[src/rtl/relu_pkg.sv]
// Shared types and helpers for the ReLU forward/backward column arrays.
package relu_pkg;

   localparam int unsigned RELU_SYS_COL    = 16;
   localparam int unsigned RELU_DATA_WIDTH = 32;
   localparam int unsigned RELU_DEPTH      = 64;
   // Extra MSB is the wrap bit that tells full apart from empty.
   localparam int unsigned RELU_PTR_W      = $clog2(RELU_DEPTH) + 1;

   typedef logic [RELU_SYS_COL-1:0] relu_mask_t;
   typedef logic [RELU_SYS_COL-1:0][RELU_DATA_WIDTH-1:0] relu_row_t;

   // Derivative mask of one pre-activation row. The derivative at exactly 0 is 0.
   // A disabled row passes every lane through.
   function automatic relu_mask_t relu_mask(input relu_row_t row, input logic en);
      relu_mask_t m;
      for (int i = 0; i < int'(RELU_SYS_COL); i++) begin
         m[i] = en ? ($signed(row[i]) > 0) : 1'b1;
      end
      return m;
   endfunction

endpackage

[src/rtl/relu_mask_fifo.sv]
// Synchronous FIFO of derivative masks with wrap-bit pointers and a synchronous flush.
module relu_mask_fifo
   import relu_pkg::*;
#(
   parameter int unsigned DEPTH = RELU_DEPTH,
   parameter int unsigned WIDTH = RELU_SYS_COL,
   localparam int unsigned AW   = $clog2(DEPTH),
   localparam int unsigned PW   = AW + 1
) (
   input  logic             clk,
   input  logic             rst_n,
   input  logic             flush,
   input  logic             push,
   input  logic [WIDTH-1:0] wdata,
   input  logic             pop,
   output logic [WIDTH-1:0] rdata,
   output logic             full,
   output logic             empty,
   output logic [PW-1:0]    occupancy
);

   logic [WIDTH-1:0] mem_q [DEPTH];
   logic [PW-1:0]    wr_q;
   logic [PW-1:0]    rd_q;
   logic             do_push;
   logic             do_pop;

   assign full      = (wr_q[AW-1:0] == rd_q[AW-1:0]) && (wr_q[AW] != rd_q[AW]);
   assign empty     = (wr_q == rd_q);
   assign occupancy = wr_q - rd_q;
   assign rdata     = mem_q[rd_q[AW-1:0]];

   // Flush wins over both push and pop.
   assign do_push = push && !full && !flush;
   assign do_pop  = pop && !empty && !flush;

   // Pointer update; increments wrap modulo 2*DEPTH.
   always_ff @(posedge clk or negedge rst_n) begin
      if (!rst_n) begin
         wr_q <= '0;
         rd_q <= '0;
      end else if (flush) begin
         wr_q <= '0;
         rd_q <= '0;
      end else begin
         if (do_push) wr_q <= wr_q + PW'(1);
         if (do_pop)  rd_q <= rd_q + PW'(1);
      end
   end

   // Mask storage; contents are don't-care while outside the pointer window.
   always_ff @(posedge clk) begin
      if (do_push) mem_q[wr_q[AW-1:0]] <= wdata;
   end

endmodule

[src/rtl/relu_bwd_arr.sv]
// Backward ReLU column array: records derivative masks on the forward pass and
// gates gradient rows with them, in FIFO order, on the backward pass.
module relu_bwd_arr
   import relu_pkg::*;
#(
   parameter int unsigned SYS_COL    = RELU_SYS_COL,
   parameter int unsigned DATA_WIDTH = RELU_DATA_WIDTH,
   parameter int unsigned DEPTH      = RELU_DEPTH
) (
   input  logic                  clk,
   input  logic                  rst_n,
   input  logic                  flush,
   input  logic                  fwd_en,
   input  logic                  fwd_valid,
   output logic                  fwd_ready,
   input  logic [DATA_WIDTH-1:0] fwd_act [0:SYS_COL-1],
   input  logic                  bwd_in_valid,
   output logic                  bwd_in_ready,
   input  logic [DATA_WIDTH-1:0] grad_in [0:SYS_COL-1],
   output logic                  bwd_out_valid,
   input  logic                  bwd_out_ready,
   output logic [DATA_WIDTH-1:0] grad_out [0:SYS_COL-1],
   output logic [$clog2(DEPTH):0] occupancy
);

   relu_row_t  fwd_row;
   relu_mask_t push_mask;
   relu_mask_t pop_mask;
   logic       full;
   logic       empty;
   logic       push;
   logic       pop;
   logic       out_valid_q;

   // Pack the forward row and derive its mask.
   always_comb begin
      fwd_row = '0;
      for (int i = 0; i < int'(SYS_COL); i++) begin
         fwd_row[i] = fwd_act[i];
      end
      push_mask = relu_mask(fwd_row, fwd_en);
   end

   // Handshakes depend only on registered state plus the downstream ready.
   assign fwd_ready     = !full;
   assign bwd_in_ready  = !empty && (!out_valid_q || bwd_out_ready);
   assign push          = fwd_valid && fwd_ready;
   assign pop           = bwd_in_valid && bwd_in_ready;
   assign bwd_out_valid = out_valid_q;

   relu_mask_fifo #(
      .DEPTH (DEPTH),
      .WIDTH (SYS_COL)
   ) u_fifo (
      .clk       (clk),
      .rst_n     (rst_n),
      .flush     (flush),
      .push      (push),
      .wdata     (push_mask),
      .pop       (pop),
      .rdata     (pop_mask),
      .full      (full),
      .empty     (empty),
      .occupancy (occupancy)
   );

   // Output stage: load the gated row on a pop, hold while stalled, keep data on flush.
   always_ff @(posedge clk or negedge rst_n) begin
      if (!rst_n) begin
         out_valid_q <= 1'b0;
         for (int i = 0; i < int'(SYS_COL); i++) begin
            grad_out[i] <= '0;
         end
      end else if (flush) begin
         out_valid_q <= 1'b0;
      end else if (pop) begin
         out_valid_q <= 1'b1;
         for (int i = 0; i < int'(SYS_COL); i++) begin
            grad_out[i] <= pop_mask[i] ? grad_in[i] : '0;
         end
      end else if (bwd_out_ready) begin
         out_valid_q <= 1'b0;
      end
   end

endmodule

[config.mk]
export PLATFORM = sky130hd
export DESIGN_NAME = relu_bwd_arr
export DESIGN_NICKNAME = d
export VERILOG_FILES = /design/src/rtl/relu_pkg.sv /design/src/rtl/relu_mask_fifo.sv /design/src/rtl/relu_bwd_arr.sv
export SDC_FILE = /design/constraint.sdc
export NUM_CORES = 2
export LEC_CHECK = 0
export CAP_MARGIN = 20
export CORE_AREA = 2 2 608 610
export DETAILED_ROUTE_END_ITERATION = 8
export DIE_AREA = 0 0 610 612
export GPL_TIMING_DRIVEN = 0
export PLACE_DENSITY = 0.45
export SKIP_CTS_REPAIR_TIMING = 1
export SLEW_MARGIN = 5
export SYNTH_ARGS = -nofsm -noshare
export SYNTH_HDL_FRONTEND = slang
export SYNTH_HIERARCHICAL = 1
export SYNTH_SLANG_ARGS = --single-unit
[constraint.sdc]
create_clock -name clk -period 5 [get_ports clk]
set_input_delay 0.5 -clock clk [delete_from_list [all_inputs] [get_ports clk]]
set_output_delay 0.5 -clock clk [all_outputs]
set_load 0.005 [all_outputs]
# == Yosys cells after proc, flatten, opt, wreduce, memory -nomap -nowiden ==
# Memory sizes are Yosys's and may differ from the RTL's.
# Index checks and enable logic that the tools add are counted.
# word_totals
ff_bits,527
ram_bits,1024
elab_cells,101
n_memories,1
# mem_list
memory,depth,word_bits,rd,rd_ports_with_merged_regs,write_ports,line_no,rtl
u_fifo.mem_q,64,16,1,0,1,relu_mask_fifo.sv:22,logic [WIDTH-1:0] mem_q [DEPTH];
# op_classes
add_sub_neg,3
magnitude_cmp,16
eq_ne,3
mux,41
bitwise_logic,1
n_reduce_logical,17
# op_table
cell,n
"32-bit by 1-bit greater-than comparator with 1-bit output, second input constant",16
32-bit two-way mux,16
7-bit two-way mux,4
1-bit two-way mux,21
"7-bit by 1-bit adder with 7-bit output, second input constant",2
1-bit logical AND,8
7-bit == test,1
7-bit subtractor,1
6-bit == test,1
1-bit logical NOT,4
2-bit nonzero test,2
3-bit nonzero test,1
2-bit AND reduction,1
1-bit logical OR,1
1-bit inequality test,1
1-bit inverter,1

# == Depth between registers and ports, before layout ==
# depth
word_depth,8
ltp_mapped,16
mapped_depth_nobuf,13

# == By module ==
# Netlist, hierarchy kept.
# modules_own_cells
module,instances,cells_each,area_each_um2
relu_mask_fifo,1,1914,40183.5
relu_bwd_arr,1,2412,21528.1

# == Least setup slack after synthesis ==
# No wires, ideal clock.
# synth_timing
path_kind,input port to flip-flop
start,in fwd_act[509] (netlist bit)
end,"mem u_fifo/mem_q[0][0] (netlist bit), data pin"
setup_ps,702
arrival_ps,3182
setup_slack_ps,1116
stages,4
cell_sequence,nor4_1 nand4_1 nor2_1 o21ai_0
# synth_between
elab_chain_cells,2
# synth_rtl
item,line_no,rtl
start: declaration,relu_bwd_arr.sv:16,"input logic [DATA_WIDTH-1:0] fwd_act [0:SYS_COL-1],"
32-bit by 1-bit greater-than comparator with 1-bit output,relu_pkg.sv:18,m[i] = en ? ($signed(row[i]) > 0) : 1'b1;
1-bit two-way mux,relu_pkg.sv:18,
net push_mask[0],relu_bwd_arr.sv:27,relu_mask_t push_mask;
end: declaration,relu_mask_fifo.sv:22,
# The timed path passes the listed nets, and every way through them passes these cells.

# == Worst setup path in the final report ==
# layout_timing
start,reg u_fifo.rd_q[3]
end,"mem u_fifo/mem_q[61][10] (netlist bit), enable pin"
# layout_between
elab_chain_cells,8
# layout_rtl
item,line_no,rtl
start: declaration,relu_mask_fifo.sv:24,logic [PW-1:0] rd_q;
start signal: assignment,relu_mask_fifo.sv:47,if (do_pop) rd_q <= rd_q + PW'(1);
6-bit == test,relu_mask_fifo.sv:28,assign full = (wr_q[AW-1:0] == rd_q[AW-1:0]) && (wr_q[AW] != rd_q[AW]);
1-bit logical AND,relu_mask_fifo.sv:28,
net full,relu_bwd_arr.sv:29,logic full;
1-bit logical NOT,relu_bwd_arr.sv:45,assign fwd_ready = !full;
1-bit logical AND,relu_bwd_arr.sv:47,assign push = fwd_valid && fwd_ready;
net push,relu_bwd_arr.sv:31,logic push;
1-bit logical AND (2 in a row),relu_mask_fifo.sv:34,assign do_push = push && !full && !flush;
1-bit two-way mux,relu_mask_fifo.sv:53,if (do_push) mem_q[wr_q[AW-1:0]] <= wdata;
1-bit two-way mux (not written as such),relu_mask_fifo.sv:53,
# The timed path passes the listed nets, and every way through them passes these cells.

==> run summary <==
Status: complete, no violations
Slew @ Worst Pin: 1.10 ns
Async S/R FF share, synth: 34.0%
Initial DRC Count: 4067
Worst relative slew slack: 26.0%
Initial antenna violation count: 62
Post-synth top area share: 49.8%
Crit path DAT: 5.28 ns
Num CTS Buffers: 183
DRC viols: 0
Crit Path Class: reg2reg
Syn Std Cell Area: 0.0617 sq mm
Flop pwr share: 42.3%
Crit end category: register
Sequential area share after synthesis: 71.2%
P_leak: 34.0 nW
Drt first pass iters: 6
H-tree levels: 4
Flop and latch count out of synthesis: 1551
Clock-pin slew on the worst setup and hold paths: 0.07 ns
Sw frac: 30.4%
Delay-heaviest family, CP: simple AND/OR/NAND/NOR gates
Starting density of the core: 16.8%
Buffers on Ports: 1552
Synth area leader: edfxtp_1
Final worst-path cycle share: 95.5%
Die Area: 0.373 sq mm
Area grow syn2layout: 48.7%
Finished Cell Area: 0.0918 sq mm
FILL cells: 38100
Max VDD drop: 250 uV
Top Ports: 1553
Routability cong.: 0.983
Row cnt: 223
Per-cell routed wire length: 29.8 um
Post-synthesis cell count: 4326
CTS Buffer Depth: 4
Unrepaired setup endpoints after global routing: yes
Via count: 46000
DR vias/cell: 4.11
Ys Warns: 6
Crit start category: register
Int Pwr: 0.0274 W
NetSw: 0.0120 W
Worst path required time: 5.50 ns
Fin crit period: 4.77 ns
Overall global routing resource usage: 17.2%
CTS tree: built
Routed Antenna Nets: 0
Number of synthesized flops with an enable pin: 1024
CTS Root Buffer Type: clkbuf_16
Synth cell types: 47
Number of global-route vias before repair: 46900
Max Cap Violations: 0
Die Span X: 610 um
CP peak stage delay: 0.58 ns
Max FO, Critical Path: 10
Top cells by area, synth: edfxtp_1 (50%), dfrtp_1 (21%), mux4_2 (8.2%)
Tot Pwr: 0.0393 W
Layout cell share with drive strength beyond 1: 13.6%
Syn Nets: 5366
Type of the worst min-delay path: in2async
Top_reg_cell synth: edfxtp_1
Hold Fails Final Rpt: 0
# setup viols final: 0
Clk_skew: 0.0824 ns
CP Cell Sequence: buf_2 -> clkinv_1 -> clkbuf_2 -> ha_1 -> and4_1 -> nand3_1 -> nor2_1 -> nor2b_1 -> o21ai_1 -> nor3_2 -> nand2_2 -> nor2_4 -> buf_6
Nets@finish: 7212
Largest net degree at the start of global routing: 103
Latest clock arrival within the worst-skew pair: 0.87 ns
First-pass GRT wire length: 434000 um
Clk sinks: 1551
Die H: 612 um
Pwr dens: 429 mW/mm^2
Post-Synthesis Mean Instance Area: 14.3 sq um
Fmax: 209 MHz
Total global routing overflow: 0
Post-DP HPWL: 273000 um
Dpl cell area: 0.0855 sq mm
Final WL: 333000 um
Core area: 0.367 sq mm
Clk network pwr share: 34.0%
CP max stage cell: nor3_2
Buf/Inv on CP: 4
Gate power share: 23.8%
Pins over their slew limit: 0
synthesized netlist by cell type (2+ instances only):
master and n:
nand2_1 1131, edfxtp_1 1024, dfrtp_1 527, nand3_1 522
mux4_2 224, nor4_1 128, nor2_1 103, buf_2 92
clkbuf_1 82, mux2i_1 80, buf_6 65, a21oi_1 49
nand4_1 34, o221ai_1 32, a22oi_1 26, o21ai_0 25
a211oi_1 22, a22o_1 22, buf_4 17, a31oi_1 16
o22ai_1 16, buf_1 12, o21ai_1 10, xnor2_1 10
inv_1 9, ha_1 8, xor2_1 6, a21o_1 4
nor2b_1 4, nor3_1 3, or3_1 3, and2_1 2
and3_1 2, clkinv_1 2, nand3b_1 2
registers in the layout, indices dropped and copies added (netlist names):
register,cells
bwd_out_valid,1
grad_out,512
u_fifo/mem_q,1024
u_fifo/rd_q,7
u_fifo/wr_q,7
metrics by stage:
step / util, % / instances / hold slack, ns / worst slack (ns) / TNS, ns
4_1_cts: 24.9 / 11100 / -0.419 / -0.944 / -505.60
3_5_place_dp: 23.3 / 10800 / 0.454 / -0.874 / -460.16
6_report: 25.0 / 11200 / 0.204 / 0.225 / 0
2_1_floorplan: - / 4326 / 0.204 / 1.12 / 0
3_3_place_gp: 22.7 / 10700 / 0.449 / -23.73 / -
5_1_grt: 25.0 / 11200 / 0.169 / -0.0363 / -0.108
cell families (layout without fill, tap and decap cells):
| logic type | Yosys count | count (layout) | synth area share, % |
|---|---|---|---|
| flops | 1551 | 1551 | 71.2 |
| buf+inv | 279 | 2263 | 2.78 |
| simple gates | 1940 | 1940 | 13.6 |
| fa+ha+maj | 9 | 9 | 0.195 |
| compound gates | 226 | 226 | 2.47 |
| xor+xnor | 17 | 17 | 0.253 |
| mux | 304 | 304 | 9.47 |
| other cells | 0 | 36 | 0 |
layout by cell type (no fill, tap or decap), drive strengths merged, types with 11 or more instances in the layout:
cell type	synthesis	routed
a211oi	22	22
xnor2	11	11
o221ai	32	32
clkdlybuf4s50	0	1551
mux2i	80	80
mux4	224	224
a31oi	16	16
a22o	22	22
o21ai	35	35
nand3	522	522
o22ai	16	16
bufinv	0	15
nand2	1131	1131
clkbuf	82	320
a21oi	49	49
dfrtp	527	527
a22oi	26	26
nand4	34	34
clkinv	2	57
nor4	128	128
inv	9	16
edfxtp	1024	1024
buf	186	297
nor2	103	103
diode	0	36
worst paths after layout:
check,from,end,slack [ns],cells past startpoint
min in group clk,grad_in[88],grad_out[88],0.20,3
worst max register to register,u_fifo/rd_q[3],u_fifo/mem_q[61][10],0.23,13
worst min register to register,grad_out[465],grad_out[465],0.46,2
worst min-delay path,rst_n,bwd_out_valid,0.20,2
worst max-delay path,u_fifo/rd_q[3],u_fifo/mem_q[61][10],0.23,13
max in group asynchronous,rst_n,grad_out[206],1.99,6
layout make-up:
cell class,count,area [sq um],area share (%)
repair buffers,1663,17500,19.1
diodes,36,90.1,0.0982
inverters,11,45.0,0.0491
well taps,4837,6050,6.60
clock buffers,240,4930,5.37
plain buffers,266,1680,1.83
clock inverters,83,905,0.986
multi-input cells,2496,16600,18.1
flip-flops and latches,1551,43900,47.9
metal layers:
metal	routed length, um	GRT usage (%)
met3	25100	4.18
met2	166000	29.9
met1	130000	20.5
met5	163	0
met4	12700	6.37
worst reg2reg max path, cell delays in order, from the launching register on:
cell and delay (ns):
dfrtp_1 0.33, buf_2 0.24, clkinv_1 0.32, clkbuf_2 0.41
ha_1 0.44, and4_1 0.20, nand3_1 0.15, nor2_1 0.11
nor2b_1 0.17, o21ai_1 0.21, nor3_2 0.58, nand2_2 0.53
nor2_4 0.48, buf_6 0.23
power groups by stage:
stage,registers [W],logic (W),clock network [W]
after global routing,0.0168,0.00987,0.0142
after CTS,0.0166,0.00961,0.0138
final,0.0166,0.00934,0.0134
after detailed placement,0.0168,0.00956,0
after floorplan,0.0165,0.00203,0
after global placement,0.0169,0.00948,0
Power figures use the tool's default switching activity.
